File: src/rtl/regfile_ctx_if.sv
// Bus bundle for regfile_ctx: read/write ports, stack and context requests, state outputs.
interface regfile_ctx_if #(
    parameter int unsigned DATA_W  = 16,
    parameter int unsigned NUM_GPR = 8,
    parameter int unsigned SEL_W   = 4,
    parameter int unsigned ADDR_W  = 12
);
    logic [SEL_W-1:0]          read_sel1;
    logic [SEL_W-1:0]          read_sel2;
    logic [SEL_W-1:0]          write_sel;
    logic                      write_en;
    logic [DATA_W-1:0]         write_data;
    logic                      sp_push;
    logic                      sp_pop;
    logic                      ctx_save;
    logic                      ctx_restore;
    logic                      flag_clr;
    logic [DATA_W-1:0]         read_data1;
    logic [DATA_W-1:0]         read_data2;
    logic [NUM_GPR*DATA_W-1:0] regs_out_flat;
    logic [ADDR_W-1:0]         sp_out;
    logic [ADDR_W-1:0]         isr_out;
    logic                      shadow_valid;
    logic                      stk_ovf;
    logic                      stk_unf;
    logic                      nest_err;

    modport master (
        output read_sel1, read_sel2, write_sel, write_en, write_data,
               sp_push, sp_pop, ctx_save, ctx_restore, flag_clr,
        input  read_data1, read_data2, regs_out_flat, sp_out, isr_out,
               shadow_valid, stk_ovf, stk_unf, nest_err
    );

    modport slave (
        input  read_sel1, read_sel2, write_sel, write_en, write_data,
               sp_push, sp_pop, ctx_save, ctx_restore, flag_clr,
        output read_data1, read_data2, regs_out_flat, sp_out, isr_out,
               shadow_valid, stk_ovf, stk_unf, nest_err
    );
endinterface

File: src/rtl/regfile_ctx.sv
// Register bank with GPRs, SP, ISR, bounded hardware stack and a one-level shadow
// bank for interrupt context save/restore.
module regfile_ctx #(
    parameter int unsigned       DATA_W   = 16,
    parameter int unsigned       NUM_GPR  = 8,
    parameter int unsigned       SEL_W    = 4,
    parameter int unsigned       ADDR_W   = 12,
    parameter logic [ADDR_W-1:0] SP_TOP   = 12'hFFF,
    parameter logic [ADDR_W-1:0] SP_LIMIT = 12'h800,
    parameter bit                BYPASS   = 1'b1
) (
    input  logic        clk,
    input  logic        rst_n,
    regfile_ctx_if.slave bus
);
    localparam int unsigned SEL_SP  = NUM_GPR;
    localparam int unsigned SEL_ISR = NUM_GPR + 1;

    logic [DATA_W-1:0] gpr     [NUM_GPR];
    logic [DATA_W-1:0] gpr_nxt [NUM_GPR];
    logic [DATA_W-1:0] sh_gpr     [NUM_GPR];
    logic [DATA_W-1:0] sh_gpr_nxt [NUM_GPR];
    logic [ADDR_W-1:0] sp, sp_nxt, isr, isr_nxt, sh_isr, sh_isr_nxt;
    logic              sv, sv_nxt, ovf, ovf_nxt, unf, unf_nxt, nest, nest_nxt;

    logic [NUM_GPR-1:0] wr_gpr;
    logic               wr_sp, wr_isr, wr_any;
    logic               save_ok, restore_ok, nest_ev, push_ev, pop_ev;

    // Decode of the write target and request qualification
    always_comb begin
        for (int j = 0; j < NUM_GPR; j++) begin
            wr_gpr[j] = bus.write_en && (bus.write_sel == SEL_W'(j));
        end
        wr_sp      = bus.write_en && (bus.write_sel == SEL_W'(SEL_SP));
        wr_isr     = bus.write_en && (bus.write_sel == SEL_W'(SEL_ISR));
        wr_any     = (|wr_gpr) || wr_sp || wr_isr;
        save_ok    = bus.ctx_save && !bus.ctx_restore && !sv;
        restore_ok = bus.ctx_restore && !bus.ctx_save && sv;
        nest_ev    = (bus.ctx_save || bus.ctx_restore) && !save_ok && !restore_ok;
        // An explicit SP write overrides any stack request in the same cycle
        push_ev    = bus.sp_push && !bus.sp_pop && !wr_sp;
        pop_ev     = bus.sp_pop && !bus.sp_push && !wr_sp;
    end

    // Next-state logic
    always_comb begin
        gpr_nxt    = gpr;
        sh_gpr_nxt = sh_gpr;
        sp_nxt     = sp;
        isr_nxt    = isr;
        sh_isr_nxt = sh_isr;
        sv_nxt     = sv;
        ovf_nxt    = ovf && !bus.flag_clr;
        unf_nxt    = unf && !bus.flag_clr;
        nest_nxt   = (nest && !bus.flag_clr) || nest_ev;

        if (save_ok) begin
            sh_gpr_nxt = gpr;
            sh_isr_nxt = isr;
            sv_nxt     = 1'b1;
        end
        if (restore_ok) begin
            gpr_nxt = sh_gpr;
            isr_nxt = sh_isr;
            sv_nxt  = 1'b0;
        end

        for (int j = 0; j < NUM_GPR; j++) begin
            if (wr_gpr[j]) gpr_nxt[j] = bus.write_data;
        end
        if (wr_isr) isr_nxt = bus.write_data[ADDR_W-1:0];

        if (wr_sp) begin
            sp_nxt = bus.write_data[ADDR_W-1:0];
        end else if (push_ev) begin
            if (sp == SP_LIMIT) ovf_nxt = 1'b1;
            else                sp_nxt  = sp - ADDR_W'(1);
        end else if (pop_ev) begin
            if (sp == SP_TOP) unf_nxt = 1'b1;
            else              sp_nxt  = sp + ADDR_W'(1);
        end
    end

    // State register
    always_ff @(posedge clk or negedge rst_n) begin
        if (!rst_n) begin
            for (int j = 0; j < NUM_GPR; j++) begin
                gpr[j]    <= '0;
                sh_gpr[j] <= '0;
            end
            sp     <= SP_TOP;
            isr    <= '0;
            sh_isr <= '0;
            sv     <= 1'b0;
            ovf    <= 1'b0;
            unf    <= 1'b0;
            nest   <= 1'b0;
        end else begin
            gpr    <= gpr_nxt;
            sh_gpr <= sh_gpr_nxt;
            sp     <= sp_nxt;
            isr    <= isr_nxt;
            sh_isr <= sh_isr_nxt;
            sv     <= sv_nxt;
            ovf    <= ovf_nxt;
            unf    <= unf_nxt;
            nest   <= nest_nxt;
        end
    end

    function automatic logic [DATA_W-1:0] read_port(input logic [SEL_W-1:0] sel);
        logic [DATA_W-1:0] r;
        r = '0;
        for (int j = 0; j < NUM_GPR; j++) begin
            if (sel == SEL_W'(j)) r = gpr[j];
        end
        if (sel == SEL_W'(SEL_SP))  r = DATA_W'(sp);
        if (sel == SEL_W'(SEL_ISR)) r = DATA_W'(isr);
        // Bypass covers explicit writes only; push/pop never forward
        if (BYPASS && wr_any && (sel == bus.write_sel)) begin
            r = (wr_sp || wr_isr) ? DATA_W'(bus.write_data[ADDR_W-1:0]) : bus.write_data;
        end
        return r;
    endfunction

    assign bus.read_data1 = read_port(bus.read_sel1);
    assign bus.read_data2 = read_port(bus.read_sel2);

    for (genvar g = 0; g < NUM_GPR; g++) begin : g_flat
        assign bus.regs_out_flat[g*DATA_W +: DATA_W] = gpr[g];
    end

    assign bus.sp_out       = sp;
    assign bus.isr_out      = isr;
    assign bus.shadow_valid = sv;
    assign bus.stk_ovf      = ovf;
    assign bus.stk_unf      = unf;
    assign bus.nest_err     = nest;
endmodule

File: src/flat_wrapper.sv
// flat-port wrapper written by rule: the top's interface ports become plain ports
module regfile_ctx_flat 
#(
    parameter int unsigned       DATA_W   = 16,
    parameter int unsigned       NUM_GPR  = 8,
    parameter int unsigned       SEL_W    = 4,
    parameter int unsigned       ADDR_W   = 12,
    parameter logic [ADDR_W-1:0] SP_TOP   = 12'hFFF,
    parameter logic [ADDR_W-1:0] SP_LIMIT = 12'h800,
    parameter bit                BYPASS   = 1'b1
)
  (clk, rst_n, bus_read_sel1, bus_read_sel2, bus_write_sel, bus_write_en, bus_write_data, bus_sp_push, bus_sp_pop, bus_ctx_save, bus_ctx_restore, bus_flag_clr, bus_read_data1, bus_read_data2, bus_regs_out_flat, bus_sp_out, bus_isr_out, bus_shadow_valid, bus_stk_ovf, bus_stk_unf, bus_nest_err);
  regfile_ctx_if #(.DATA_W(DATA_W), .NUM_GPR(NUM_GPR), .SEL_W(SEL_W), .ADDR_W(ADDR_W)) bus_i ();
  input  logic clk;
  input  logic rst_n;
  input wire logic [$bits(bus_i.read_sel1)-1:0] bus_read_sel1;
  input wire logic [$bits(bus_i.read_sel2)-1:0] bus_read_sel2;
  input wire logic [$bits(bus_i.write_sel)-1:0] bus_write_sel;
  input wire logic [$bits(bus_i.write_en)-1:0] bus_write_en;
  input wire logic [$bits(bus_i.write_data)-1:0] bus_write_data;
  input wire logic [$bits(bus_i.sp_push)-1:0] bus_sp_push;
  input wire logic [$bits(bus_i.sp_pop)-1:0] bus_sp_pop;
  input wire logic [$bits(bus_i.ctx_save)-1:0] bus_ctx_save;
  input wire logic [$bits(bus_i.ctx_restore)-1:0] bus_ctx_restore;
  input wire logic [$bits(bus_i.flag_clr)-1:0] bus_flag_clr;
  output wire logic [$bits(bus_i.read_data1)-1:0] bus_read_data1;
  output wire logic [$bits(bus_i.read_data2)-1:0] bus_read_data2;
  output wire logic [$bits(bus_i.regs_out_flat)-1:0] bus_regs_out_flat;
  output wire logic [$bits(bus_i.sp_out)-1:0] bus_sp_out;
  output wire logic [$bits(bus_i.isr_out)-1:0] bus_isr_out;
  output wire logic [$bits(bus_i.shadow_valid)-1:0] bus_shadow_valid;
  output wire logic [$bits(bus_i.stk_ovf)-1:0] bus_stk_ovf;
  output wire logic [$bits(bus_i.stk_unf)-1:0] bus_stk_unf;
  output wire logic [$bits(bus_i.nest_err)-1:0] bus_nest_err;
  assign bus_i.read_sel1 = bus_read_sel1;
  assign bus_i.read_sel2 = bus_read_sel2;
  assign bus_i.write_sel = bus_write_sel;
  assign bus_i.write_en = bus_write_en;
  assign bus_i.write_data = bus_write_data;
  assign bus_i.sp_push = bus_sp_push;
  assign bus_i.sp_pop = bus_sp_pop;
  assign bus_i.ctx_save = bus_ctx_save;
  assign bus_i.ctx_restore = bus_ctx_restore;
  assign bus_i.flag_clr = bus_flag_clr;
  assign bus_read_data1 = bus_i.read_data1;
  assign bus_read_data2 = bus_i.read_data2;
  assign bus_regs_out_flat = bus_i.regs_out_flat;
  assign bus_sp_out = bus_i.sp_out;
  assign bus_isr_out = bus_i.isr_out;
  assign bus_shadow_valid = bus_i.shadow_valid;
  assign bus_stk_ovf = bus_i.stk_ovf;
  assign bus_stk_unf = bus_i.stk_unf;
  assign bus_nest_err = bus_i.nest_err;
  regfile_ctx #(.DATA_W(DATA_W), .NUM_GPR(NUM_GPR), .SEL_W(SEL_W), .ADDR_W(ADDR_W), .SP_TOP(SP_TOP), .SP_LIMIT(SP_LIMIT), .BYPASS(BYPASS)) u_core (.clk(clk), .rst_n(rst_n), .bus(bus_i));
endmodule
File: config.mk
export PLATFORM = sky130hd
export DESIGN_NAME = regfile_ctx_flat
export DESIGN_NICKNAME = d
export VERILOG_FILES = /design/src/rtl/regfile_ctx_if.sv /design/src/rtl/regfile_ctx.sv /design/src/flat_wrapper.sv
export SDC_FILE = /design/constraint.sdc
export NUM_CORES = 1
export LEC_CHECK = 0
export CAP_MARGIN = 30
export CORE_MARGIN = 1.5
export CORE_UTILIZATION = 61
export CTS_BUF_LIST = sky130_fd_sc_hd__clkbuf_8
export DETAILED_ROUTE_END_ITERATION = 10
export PLACE_DENSITY_LB_ADDON = 0.15
export SYNTH_ARGS = -nofsm -noshare
export SYNTH_HDL_FRONTEND = slang
export SYNTH_SLANG_ARGS = --single-unit
File: constraint.sdc
create_clock -name clk -period 5.29 [get_ports clk]
set_clock_uncertainty 0.15 [all_clocks]
set_input_delay 0.7935 -clock clk [delete_from_list [all_inputs] [get_ports clk]]
set_output_delay 0.7935 -clock clk [all_outputs]
set_load 0.02 [all_outputs]
==> results.md <==
* Count of nets after finishing at 1,714
* Total of cells resized after clock tree synthesis at 0
* Yosys warning count at 0
* Worst Path Buf+Inv at 2
* Post-route clock period utilization at 95.7%
* Crit Path Class: in2out
* Total half-perimeter wirelength after legalization and detailed placement at 36,700 um
* DIE HEIGHT at 164 um
* Num CTS Buffers at 47
* IR Drop Worst-Case VDD at 0.451 mV
* Number of antenna-violating nets in the routed design at 0
* Per-instance average area after synthesis at 10.5 um^2
* Startpoint type of the worst setup path: input port
* Number of max-cap violations at 0
* Placer congestion estimate at 1.01
* Internal reg-to-reg setup slack at 2.52 ns
* Mean number of vias per cell at 6.60
* Fraction of synthesis flops using an asynchronous set or reset pin at 100%
* Run status: finished, final reports clean
* Most frequent CP cell: clkdlybuf4s50_1
* Number of flip-flops and latches in the synthesized netlist at 296
* Data arrival time of the critical path at 4.12 ns
* Highest clock rate at 198 MHz
* Post-CTS setup buffer count at 0
* Total number of clock tree sinks at 296
* Total number of H-tree levels at 2
* Sequential share of the synthesized area at 46.9%
* Cell internal power dissipation at 6.40 mW
* Boundary Pins at 224
* Average detailed-routed wire length per instance at 26.6 um
* Setup TNS at 0 ns
* Clock Path Buffers at 3
* Unrepaired setup endpoints after global routing: no
* Layout cells sized above 1 at 18.7%
* Maximum number of pins on one net before global-route repair at 134
* Data required time of the critical path at 4.35 ns
* Number of pins with negative max-slew slack in the final report at 0
* Worst-Skew Late Latency at 0.60 ns
* Comb pwr share at 38.4%
* Total power at 10.8 mW
* Worst hold-check slack at 0.156 ns
* Horizontal die dimension at 164 um
* Critical-path maximum fanout at 15
* Area share of the largest cell type after synthesis at 44.9%
* Initial DRC count at 1,663
* Number of different library cells in the post-synthesis netlist at 62
* Slowest cell on the critical path: a2111oi_0
* Largest cells by area after synthesis: dfrtp_1 45%, mux2i_1 11%, mux2_2 10%
* Overall die area at 26,900 um^2
* First-pass GRT wire length at 79,400 um
* Sum of routed wire length over all layers at 54,200 um
* Net count after synthesis at 1,538
* CTS tree: yes
* Floorplan Core Area at 25,300 um^2
* Clock power frac at 17.5%
* Placed standard-cell area at 18,300 um^2
* Origin of the worst setup path: bus_read_sel1[2]
* Mapped cell area at 15,800 um^2
* Post-synth top area cell: dfrtp_1
* Number of design rule violations left after detail routing at 0
* Power per unit of standard cell area at 559 nW/um^2
* Crit. End Element: output pin
* CP cell instances: clkdlybuf4s50_1 > nand3b_1 > nor2_1 > a2111oi_0 > a21oi_1 > o21ai_0 > clkdlybuf4s50_1
* Root buffer selected by CTS: clkbuf_8
* Final Setup Violations at 0
* Reg2reg start: u_core.bus.sp_out[0]
* Net Sw Power at 4.36 mW
* Maximum cell stage delay along the critical path at 0.97 ns
* Initial standard-cell utilization of the core at 62.5%
* Number of buffers inserted for hold repair after clock tree synthesis at 0
* Minimum clock period after layout at 5.06 ns
* Std-Cell Rows at 58
* Leak at 8.76 nW
* Total congestion overflow after global routing at 0
* Worst hold path class: in2async
* I/O Buffers at 223
* Filler Cells Inserted at 1,655
* Number of antenna violations at the first check in global routing at 1
* First-pass iteration count of the detailed router at 7
* Final-report hold violation count at 0
* Main synth FF type: dfrtp_1
* Finished Cell Area at 19,300 um^2
* Number of enable-type register cells in the synthesized netlist at 0
* Via count of the first global-routing pass at 12,700
* Routed via count at 13,500
* Synthesis-to-layout area growth at 21.7%
* Worst path top cell family by delay: buffers and inverters
* Worst slew slack as a fraction of its limit at 21.4%
* Switching share of total power at 40.5%
* CTS clock-pin slew for the worst setup and hold paths at 0.06 ns
* Transition time at the pin with the least slew margin at 1.15 ns
* Cells after Synth at 1,501
* Sequential share of power at 44.1%
* Overall Global Routing Usage at 40.2%
## Yosys cell counts (all sizes together), types with 7 or more instances
cell type and count:
o22ai 22, xnor2 17, mux4 32, o31a 7, nand2 203, a31oi 11
nor3 11, mux2 147, mux2i 181, dfrtp 284, nor2 64, o221ai 14
nand3 16, clkbuf 107, inv 10, nand2b 9, dfstp 12, nor2b 12
buf 29, a2111oi 10, o21ai 187, nand4 9, a21oi 40, nand3b 12
## through the flow
step           setup slack, ns  util [%]  instances
2_1_floorplan             1.58         -       1501
3_3_place_gp             0.485      72.2       1954
3_5_place_dp             0.466      72.4       1956
4_1_cts                  0.450      75.9       2035
5_1_grt                  0.175      76.1       2037
6_report                 0.230      76.1       2038
## cell type report
type	count	area [um^2]	area share (%)
clock inverter	22	106	0.552
clock buffer	57	785	4.07
multi-input combinational	1059	7870	40.9
sequential	296	7420	38.5
inverter	10	37.5	0.195
tap	330	413	2.14
timing repair buffer	263	2630	13.6
antenna	1	2.50	0.0130
## power groups by stage
stage	logic [mW]	clock network [mW]	registers, mW
6_report	4.14	1.88	4.74
5_1_grt	4.38	2.00	4.80
4_1_cts	4.13	1.89	4.66
3_5_place_dp	4.10	0	4.68
3_3_place_gp	3.98	0	4.61
2_1_floorplan	1.80	0	4.67
## sequential cells by signal (all words and copies together), names as in the netlist
name,cells
u_core.sh_gpr,128
u_core.bus.isr_out,12
u_core.bus.shadow_valid,1
u_core.sh_isr,12
u_core.bus.stk_ovf,1
u_core.bus.nest_err,1
u_core.bus.sp_out,12
u_core.bus.regs_out_flat,128
u_core.bus.stk_unf,1
## kinds of logic after synthesis
kind of cell / share of synthesized area, %
muxes: 26.5
AOI/OAI and AO/OA: 11.9
and+or+nand+nor: 9.93
xor gates and xnor gates: 0.996
DFF: 46.9
adders and majority gates: 0.142
buffers and inverters: 3.67
## layout by cell type, fill, tap and decap left out, drive strengths merged, types with 3 or more instances in the layout
master         count
a2111oi           10
a21oi             40
a22o               3
a2bb2oi            3
a31oi             11
a32oi              3
buf               44
clkbuf            57
clkdlybuf4s50    219
clkinv             4
dfrtp            284
dfstp             12
inv               28
mux2             147
mux2i            181
mux4              32
nand2            203
nand2b             9
nand3             16
nand3b            12
nand4              9
nor2              64
nor2b             12
nor3              11
nor3b              4
nor4               5
o21ai            187
o221ai            14
o22ai             22
o31a               7
o31ai              4
or3                5
xnor2             17
## routing by layer
layer / GRT usage, % / vias up / routed length (um)
li1: - / 5773 / -
met5: 0 / - / 0
met3: 8.08 / 149 / 5800
met1: 56.8 / 6687 / 21600
met4: 16.7 / 0 / 2240
met2: 61.1 / 845 / 24500
## final timing paths
path | endpoint | cells past startpoint
worst max-delay path | bus_read_data1[9] | 7
max in group asynchronous | u_core.sh_gpr[34] | 2
min in group clk | u_core.bus.stk_ovf | 1
worst max register to register | u_core.bus.sp_out[5] | 7
worst min register to register | u_core.bus.stk_ovf | 1
worst min-delay path | u_core.sh_isr[10] | 1
No activity file was read; power rests on OpenSTA's default activity.
